File: src/rtl/collision_judge.sv
// Shot judge: sweeps a target left/right, scores each landing point against it
// and holds the ball at the landing spot for a fixed number of frames.
module collision_judge #(
  parameter int TGT_XMIN    = -100,
  parameter int TGT_XMAX    = 100,
  parameter int TGT_Y       = 150,
  parameter int TGT_STEP    = 2,
  parameter int RADIUS      = 16,
  parameter int HOLD_FRAMES = 90
) (
  input  logic               i_clk,
  input  logic               i_rst_n,
  input  logic               i_refresh,
  input  logic               i_mouse_left,
  input  logic signed [12:0] i_x_pos,
  input  logic signed [12:0] i_y_pos,
  input  logic               i_z_neg,
  output logic               o_en_collision,
  output logic               o_collision_done,
  output logic               o_hit,
  output logic        [6:0]  o_score,
  output logic signed [12:0] o_tgt_x
);

  localparam int unsigned POS_W   = 13;
  localparam int unsigned DIF_W   = 14;
  localparam int unsigned SCORE_W = 7;
  localparam int unsigned CNT_W   = $clog2(HOLD_FRAMES + 1);

  localparam logic [SCORE_W-1:0]      SCORE_MAX = SCORE_W'(99);
  localparam logic [CNT_W-1:0]        HOLD_LAST = CNT_W'(HOLD_FRAMES);
  localparam logic signed [DIF_W-1:0] RAD_HI    = DIF_W'(RADIUS);
  localparam logic signed [DIF_W-1:0] RAD_LO    = DIF_W'(-RADIUS);
  localparam logic signed [DIF_W-1:0] STEP_P    = DIF_W'(TGT_STEP);
  localparam logic signed [DIF_W-1:0] STEP_N    = DIF_W'(-TGT_STEP);
  localparam logic signed [DIF_W-1:0] XMAX_D    = DIF_W'(TGT_XMAX);
  localparam logic signed [DIF_W-1:0] XMIN_D    = DIF_W'(TGT_XMIN);
  localparam logic signed [DIF_W-1:0] TY_D      = DIF_W'(TGT_Y);

  typedef enum logic [2:0] {
    S_IDLE,
    S_FLIGHT,
    S_EVAL,
    S_HOLD,
    S_DONE
  } state_t;

  state_t                   state, state_nxt;
  logic                     first_cyc, first_nxt;
  logic [CNT_W-1:0]         cnt, cnt_nxt, cnt_inc;
  logic signed [POS_W-1:0]  land_x, land_y, land_x_nxt, land_y_nxt;
  logic signed [POS_W-1:0]  tgt_x, tgt_nxt;
  logic                     dir_neg, dir_nxt;
  logic                     abort;
  logic                     hit_calc, hit_nxt, en_nxt, done_nxt;
  logic [SCORE_W-1:0]       score_nxt;
  logic signed [DIF_W-1:0]  dx, dy, tgt_sum;

  // Next-state: a mouse press outside IDLE always restarts the flight.
  always_comb begin
    state_nxt  = state;
    abort      = 1'b0;
    cnt_inc    = cnt + CNT_W'(1);
    cnt_nxt    = cnt;
    land_x_nxt = land_x;
    land_y_nxt = land_y;
    case (state)
      S_IDLE: begin
        if (i_mouse_left) state_nxt = S_FLIGHT;
      end
      S_FLIGHT: begin
        if (i_mouse_left) begin
          abort = 1'b1;
        end else if (!first_cyc && i_z_neg) begin
          state_nxt  = S_EVAL;
          land_x_nxt = i_x_pos;
          land_y_nxt = i_y_pos;
        end
      end
      S_EVAL: begin
        if (i_mouse_left) abort = 1'b1;
        else              state_nxt = S_HOLD;
      end
      S_HOLD: begin
        if (i_mouse_left) begin
          abort = 1'b1;
        end else if (i_refresh) begin
          cnt_nxt = cnt_inc;
          if (cnt_inc == HOLD_LAST) state_nxt = S_DONE;
        end
      end
      S_DONE: begin
        if (i_mouse_left) abort = 1'b1;
        else              state_nxt = S_IDLE;
      end
      default: state_nxt = S_IDLE;
    endcase
    if (abort) state_nxt = S_FLIGHT;
    if (state_nxt != S_HOLD) cnt_nxt = '0;
    // The previous shot may still report z_neg on the first flight cycle.
    first_nxt = (state_nxt == S_FLIGHT) && ((state != S_FLIGHT) || abort);
  end

  // Hit test, score and target motion; differences at 14 bits cannot wrap.
  always_comb begin
    dx       = {land_x[POS_W-1], land_x} - {tgt_x[POS_W-1], tgt_x};
    dy       = {land_y[POS_W-1], land_y} - TY_D;
    hit_calc = (dx <= RAD_HI) && (dx >= RAD_LO) && (dy <= RAD_HI) && (dy >= RAD_LO);

    hit_nxt   = o_hit;
    score_nxt = o_score;
    if ((state == S_EVAL) && !abort) begin
      hit_nxt = hit_calc;
      if (hit_calc && (o_score < SCORE_MAX)) score_nxt = o_score + SCORE_W'(1);
    end
    en_nxt   = (state_nxt == S_HOLD) && hit_nxt;
    done_nxt = (state_nxt == S_DONE);

    tgt_sum = {tgt_x[POS_W-1], tgt_x} + (dir_neg ? STEP_N : STEP_P);
    tgt_nxt = tgt_x;
    dir_nxt = dir_neg;
    if (i_refresh && ((state == S_IDLE) || (state == S_FLIGHT))) begin
      if (tgt_sum >= XMAX_D) begin
        tgt_nxt = POS_W'(TGT_XMAX);
        dir_nxt = 1'b1;
      end else if (tgt_sum <= XMIN_D) begin
        tgt_nxt = POS_W'(TGT_XMIN);
        dir_nxt = 1'b0;
      end else begin
        tgt_nxt = tgt_sum[POS_W-1:0];
      end
    end
  end

  always_ff @(posedge i_clk or negedge i_rst_n) begin
    if (!i_rst_n) begin
      state            <= S_IDLE;
      first_cyc        <= 1'b0;
      cnt              <= '0;
      land_x           <= '0;
      land_y           <= '0;
      tgt_x            <= '0;
      dir_neg          <= 1'b0;
      o_en_collision   <= 1'b0;
      o_collision_done <= 1'b0;
      o_hit            <= 1'b0;
      o_score          <= '0;
    end else begin
      state            <= state_nxt;
      first_cyc        <= first_nxt;
      cnt              <= cnt_nxt;
      land_x           <= land_x_nxt;
      land_y           <= land_y_nxt;
      tgt_x            <= tgt_nxt;
      dir_neg          <= dir_nxt;
      o_en_collision   <= en_nxt;
      o_collision_done <= done_nxt;
      o_hit            <= hit_nxt;
      o_score          <= score_nxt;
    end
  end

  assign o_tgt_x = tgt_x;

endmodule

File: config.mk
export PLATFORM = sky130hd
export DESIGN_NAME = collision_judge
export DESIGN_NICKNAME = d
export VERILOG_FILES = /design/src/rtl/collision_judge.sv
export SDC_FILE = /design/constraint.sdc
export NUM_CORES = 1
export LEC_CHECK = 0
export BUFFER_PORTS_ARGS = -buffer_cell sky130_fd_sc_hd__buf_2
export CAP_MARGIN = 15
export CORE_ASPECT_RATIO = 0.5
export CORE_MARGIN = 2
export CORE_UTILIZATION = 30
export DETAILED_ROUTE_END_ITERATION = 10
export MAX_ROUTING_LAYER = met4
export PLACE_DENSITY = 0.5
export SYNTH_ARGS = -nofsm -noshare
export SYNTH_HDL_FRONTEND = slang
export SYNTH_SLANG_ARGS = --single-unit
File: constraint.sdc
create_clock -name i_clk -period 3.11 [get_ports i_clk]
set_clock_uncertainty 0.2 [all_clocks]
set_input_delay 0.622 -clock i_clk [delete_from_list [all_inputs] [get_ports i_clk]]
set_output_delay 0.622 -clock i_clk [all_outputs]
set_load 0.05 [all_outputs]
==> impl_metrics.csv, run 1 <==
group,metric,value,unit
run_status,status,"completed",
finish,fin_util,0.380,
logic_synthesis,async_flop_share,1.00,
detailed_routing,vias,3399,
clock_network,cts_tree,"yes",
die,io_pins,54,
placed_design,place_congestion,0.804,
global_routing,grt_pass1_wl,15600,microns
finish,n_fill_cell,1377,
power_and_ir_drop,switching_share,0.458,
timing,finalHoldViolCount,0,
placed_design,dp_cells,664,
power_and_ir_drop,pwr-share-comb,0.617,
timing,finalMaxSlewViolations,0,
detailed_routing,highest_layer,"met4",
logic_synthesis,synth_cells,419,
die,die_height,86.3,microns
detailed_routing,wl_per_cell,13.8,microns
logic_synthesis,ys.flop_type,"dfrtp_1",
timing,whs,0.0913,ns
timing,max_slew_margin,0.587,
logic_synthesis,synth_edf_count,0,
detailed_routing,dr_wl_met3,349,microns
finish,stdcell_count,680,
clock_network,clock_latency,0.33,ns
run,cap_viol_max_count,0,
power_and_ir_drop,power_leakage,2.23,nW
timing,tns,0,ns
global_routing,grt_overflow,0,
worst_setup_path,worst-endpoint-required,3.13,ns
worst_setup_path,cp.arrival,3.09,ns
die,die_area,14600,sq um
finish,nNetsFinal,559,
detailed_routing,drc,0,
power_and_ir_drop,clkPwrFrac,0.163,
global_routing,grt_pass1_vias,3249,
detailed_routing,antenna_left,0,
clock_network,cts-root-buf,"clkbuf_16",
power_and_ir_drop,pwr-share-seq,0.221,
clock_network,clock_sinks,60,
die,die_w,169,microns
global_routing,track_usage,0.139,
detailed_routing,dr.first_iter.drc_count,221,
detailed_routing,met1_length,4660,microns
clock_network,numCtsBuffers,9,
die,start_util,0.303,
timing,fmax,0.325,GHz
logic_synthesis,ys_types,76,
detailed_routing,vias_per_cell,5.00,
timing,fin_crit_sh,0.989,
timing,rsz0062_at_grt,"true",
timing,period_needed,3.08,ns
clock_network,cts_max_level,3,
global_routing,grt_max_degree,25,
worst_setup_path,cp-end-kind,"register",
clock_network,clk_pin_slew,0.05,ns
finish,layout-drive-gt1-share,0.321,
global_routing,grt_antenna_before_repair,0,
worst_setup_path,startpoint_type,"register",
power_and_ir_drop,p_int,2.88,mW
worst_setup_path,critPathKind,"reg2reg",
finish,final_cell_area,5090,sq um
placed_design,port_buffers,52,
power_and_ir_drop,p_sw,2.43,mW
timing,worst_slew_pin_slew,0.618,ns
logic_synthesis,synth_area,4070,sq um
power_and_ir_drop,vdd_drop_max,0.293,mV
power_and_ir_drop,power.density,1040,nW/um^2
logic_synthesis,ys_seq_area_frac,0.369,
timing,setup_viol,0,
detailed_routing,drtPass1Iterations,4,
logic_synthesis,avgSynthCellArea,9.71,sq um
finish,area_growth,25.3,%
logic_synthesis,yosys_warnings,0,
logic_synthesis,synth_seq_cells,60,
placed_design,dpl_cell_area,4730,sq um
die,coreArea,13400,sq um
finish,diodes,0,
clock_network,clockBufferDepth,2,
placed_design,dpl.hpwl,7190,microns
detailed_routing,wl_met2,4330,microns
detailed_routing,totalWireLength,9400,microns
hold_path,hold_path_class,"in2async",
worst_setup_path,crit_fanout,3,
die,std_cell_rows,30,
logic_synthesis,synth_nets,478,
## sequential cells by signal (all words and copies together), names as in the netlist
signal,cells
o_score,7
o_collision_done,1
o_hit,1
cnt,7
land_x,13
first_cyc,1
o_en_collision,1
land_y,13
dir_neg,1
o_tgt_x,12
state,3
## cells in the final DEF, fill, tap and decap left out, drive strengths merged, types with 6 or more instances in the layout
cell type / n
buf: 81
dfrtp: 60
nor2: 33
a21oi: 29
mux2: 28
ha: 27
nand2: 26
xor2: 20
inv: 19
o21ai: 17
nand3: 14
xnor2: 12
nor3: 12
clkbuf: 12
nor4: 11
nor2b: 7
or3: 6
and2: 6
o2111ai: 6
## kinds of logic (layout without fill, tap and decap cells)
kind of cell,count (synthesis),in the layout,share of synthesized area
compound gates,97,97,0.174
xor+xnor,32,32,0.0689
fa+ha+maj,28,28,0.0880
buf+inv,30,115,0.0311
flops,60,60,0.369
mux,31,31,0.0849
other cells,1,1,0.000922
simple gates,140,140,0.182
## per-stage QoR
stage / power [mW] / setup WS, ns
after global routing: 5.77 / -0.117
final: 5.31 / 0.0343
after CTS: 5.20 / 0.0000617
after global placement: 4.28 / -0.0416
after floorplan: 3.47 / -0.0906
after detailed placement: 4.29 / -0.0637
## worst max-delay path, cell delays in order (launching register included)
cell,delay (ns)
dfrtp_2,0.42
inv_4,0.08
ha_4,0.20
o211ai_1,0.23
a21oi_2,0.12
o31a_1,0.29
or3_1,0.32
a211o_1,0.30
nor3_2,0.14
o211ai_2,0.13
a21boi_2,0.20
mux2_4,0.31
## timing repair
action,in CTS,in global routing
pin swaps,3,5
gates resized for setup,2,19
hold buffers,0,0
setup endpoints to repair,3,21
setup buffers,1,0
## final timing paths
kind	from	endpoint	slack, ns	depth (start not counted)
worst max-delay path	o_tgt_x[1]	o_score[1]	0.03	11
worst min-delay path	i_rst_n	state[0]	0.09	1
worst max register to register	o_tgt_x[1]	o_score[1]	0.03	11
worst min register to register	land_x[10]	land_x[10]	0.31	1
max in group asynchronous	i_rst_n	land_y[4]	1.93	2
min in group i_clk	land_x[10]	land_x[10]	0.31	1
## layer usage
| metal | global-route usage | vias to the layer above |
|---|---|---|
| met5 | - | - |
| met4 | 0.0313 | 0 |
| met3 | 0.0425 | 8 |
| met2 | 0.218 | 53 |
| met1 | 0.177 | 1629 |
| li1 | - | 1709 |
## synth_stat cells (3+ instances only)
master / instances / area share
ha_1: 27 / 0.083
a21o_1: 5 / 0.0092
or3_1: 6 / 0.0092
nand2_1: 26 / 0.024
o2111ai_1: 5 / 0.011
nand3_1: 14 / 0.017
a211o_1: 3 / 0.0065
inv_1: 19 / 0.018
mux2i_1: 3 / 0.0074
nand3b_1: 3 / 0.0055
nor2_1: 32 / 0.030
nand4_1: 5 / 0.0077
nor3b_1: 4 / 0.0074
o21ai_0: 15 / 0.018
nor4_1: 10 / 0.015
clkbuf_1: 6 / 0.0055
and2_1: 5 / 0.0077
o21a_1: 3 / 0.0055
a31oi_1: 4 / 0.0062
mux2_2: 27 / 0.075
a21oi_1: 28 / 0.034
xnor2_1: 12 / 0.026
dfrtp_1: 60 / 0.37
nor3_1: 11 / 0.014
xor2_1: 20 / 0.043
nor2b_1: 7 / 0.011
## area by class of cell
cell class | count | area [sq um] | area share
clock buffer | 12 | 236 | 0.0464
clock inverter | 3 | 15.0 | 0.00295
inverter | 19 | 73.8 | 0.0145
multi-input combinational | 329 | 2560 | 0.502
sequential | 60 | 1510 | 0.296
tap | 176 | 220 | 0.0432
timing repair buffer | 81 | 482 | 0.0946
## power groups by stage
stage          Sequential, mW  Clock, mW  Combinational [mW]
6_report                 1.17      0.864                3.27
5_1_grt                  1.20      0.934                3.64
4_1_cts                  1.17      0.890                3.14
3_5_place_dp             1.19          0                3.10
3_3_place_gp             1.19          0                3.10
2_1_floorplan            1.39          0                2.09
No activity file was read; power rests on OpenSTA's default activity.
==> inputs of run 2 (changes only) <==
Settings changed: CORE_ASPECT_RATIO 0.5 to 1.1.
==> impl_metrics.csv, run 2 (synthesized netlist as in run 1, its figures left out) <==
group,metric,value,unit
run_status,status,"complete, but fails checks",
run_status,violations,"negative setup slack",
finish,final_common_cell,"dfrtp_1",
power_and_ir_drop,vdd_drop_max,0.327,mV
finish,stdcell_count,672,
clock_network,cts-root-buf,"clkbuf_16",
hold_path,hold_path_class,"in2async",
finish,n_fill_cell,1308,
timing,max_slew_margin,0.552,
worst_setup_path,r2r_end,"o_score[1]",
clock_network,clock_latency,0.33,ns
worst_setup_path,cp-end-kind,"register",
worst_setup_path,cp_cell_sequence,"inv_4 > ha_4 > o211ai_1 > a21oi_2 > buf_4 > o2111ai_4 > a21oi_2 > or3b_4 > nor3_4 > o211ai_2 > a21boi_2 > mux2_4",
detailed_routing,dr.first_iter.drc_count,123,
finish,nNetsFinal,565,
clock_network,cts_max_level,3,
clock_network,cts_tree,"yes",
timing,setup_ws,-0.0194,ns
run,cap_viol_max_count,0,
timing,worst_slew_pin_slew,0.672,ns
global_routing,grt_max_degree,34,
detailed_routing,drc,0,
die,die_area,14500,sq um
timing,finalMaxSlewViolations,0,
detailed_routing,vias,3499,
detailed_routing,vias_per_cell,5.21,
worst_setup_path,r2r-start,"o_tgt_x[1]",
worst_setup_path,r2r_slack,-0.02,ns
power_and_ir_drop,power_leakage,2.31,nW
timing,rsz0062_at_grt,"true",
worst_setup_path,startpoint_type,"register",
die,start_util,0.308,
clock_network,cts_hold_buffers,0,
timing,fin_crit_sh,1.01,
global_routing,grt_overflow,0,
clock_network,clk_pin_slew,0.05,ns
clock_network,clock_sinks,60,
detailed_routing,drtPass1Iterations,4,
global_routing,grt_pass1_vias,3523,
clock_network,clockBufferDepth,2,
finish,layout-drive-gt1-share,0.350,
placed_design,dp_cells,650,
worst_setup_path,crit_fanout,4,
global_routing,grt_pass1_wl,16700,microns
die,io_pins,54,
die,coreArea,13200,sq um
timing,period_needed,3.13,ns
global_routing,grt_antenna_before_repair,0,
worst_setup_path,startpoint,"o_tgt_x[1]",
timing,finalHoldViolCount,0,
placed_design,dpl.hpwl,7620,microns
worst_setup_path,critPathMaxStageDelay,0.43,ns
worst_setup_path,cp-endpoint,"o_score[1]",
die,die_w,115,microns
timing,fmax,0.320,GHz
clock_network,numCtsBuffers,9,
finish,layout_common_cells,"dfrtp_1 (53), buf_2 (52), nor2_1 (32)",
detailed_routing,totalWireLength,9830,microns
power_and_ir_drop,power.density,1070,nW/um^2
worst_setup_path,cp.arrival,3.14,ns
finish,area_growth,28.9,%
placed_design,port_buffers,52,
detailed_routing,wl_per_cell,14.6,microns
finish,diodes,0,
die,std_cell_rows,44,
global_routing,track_usage,0.147,
timing,whs,0.128,ns
worst_setup_path,critPathKind,"reg2reg",
worst_setup_path,worst-endpoint-required,3.12,ns
placed_design,place_congestion,0.890,
detailed_routing,antenna_left,0,
worst_setup_path,critPathMostFrequentCell,"a21oi_2",
die,die_height,126,microns
timing,setup_viol,2,
worst_setup_path,crit_path_top_delay_cell,"or3b_4",
worst_setup_path,r2r_cells,12,
## run 2: area by class of cell
type                    count  area, sq um  share of cell area
well taps                 161          201              0.0384
clock inverters             1         5.00            0.000955
repair buffers             87          559               0.107
multi-input cells         329         2600               0.497
flip-flops and latches     60         1510               0.288
clock buffers              15          288              0.0549
inverters                  19         73.8              0.0141
## run 2: power by group
part	switching [mW]	internal [mW]	leakage [nW]
Combinational	1.95	1.49	1.43
Sequential	0.201	0.974	0.734
Clock	0.345	0.625	0.146
Total	2.50	3.09	2.31
## run 2: through the flow
stage	total power, mW	TNS (ns)	cell area (sq um)	worst slack (ns)	util
after global routing	6.05	-1.18	5240	-0.190	0.397
final	5.59	-0.0252	5240	-0.0194	0.397
after detailed placement	4.34	-0.205	4750	-0.0669	0.359
after global placement	4.30	-0.126	4750	-0.0534	0.359
after floorplan	3.47	-0.0906	4100	-0.0906	-
after CTS	5.46	-0.0510	5120	-0.0372	0.387
## run 2: repair_timing
action,CTS,global route
pin swaps,12,22
buffers inserted,6,0
endpoints found under the hold margin,0,0
gates resized for setup,10,27
endpoints found under the setup margin,5,16
## run 2: routing by layer
layer  vias up  track usage  wire length [microns]
met5         -            -                      0
met4         0       0.0617                    204
met3        17       0.0274                    375
met2        48        0.243                   4940
met1      1706        0.174                   4310
li1       1728            -                      -
## run 2: worst min path at each step
stage	from	to	slack [ns]
floorplan	i_rst_n	cnt[0]	0.13
global placement	o_hit	o_hit	0.29
detailed placement	o_hit	o_hit	0.30
CTS	i_rst_n	o_hit	0.15
global route	i_rst_n	land_y[2]	0.18
finish	i_rst_n	land_y[2]	0.13
## run 2: critical path, delay by kind of cell, from the launching register on
family / cells / cell delay [ns]
DFF: 1 / 0.42
AOI/OAI and AO/OA: 6 / 1.04
muxes: 1 / 0.31
and+or+nand+nor: 2 / 0.61
adders and majority gates: 1 / 0.19
buffers and inverters: 2 / 0.22
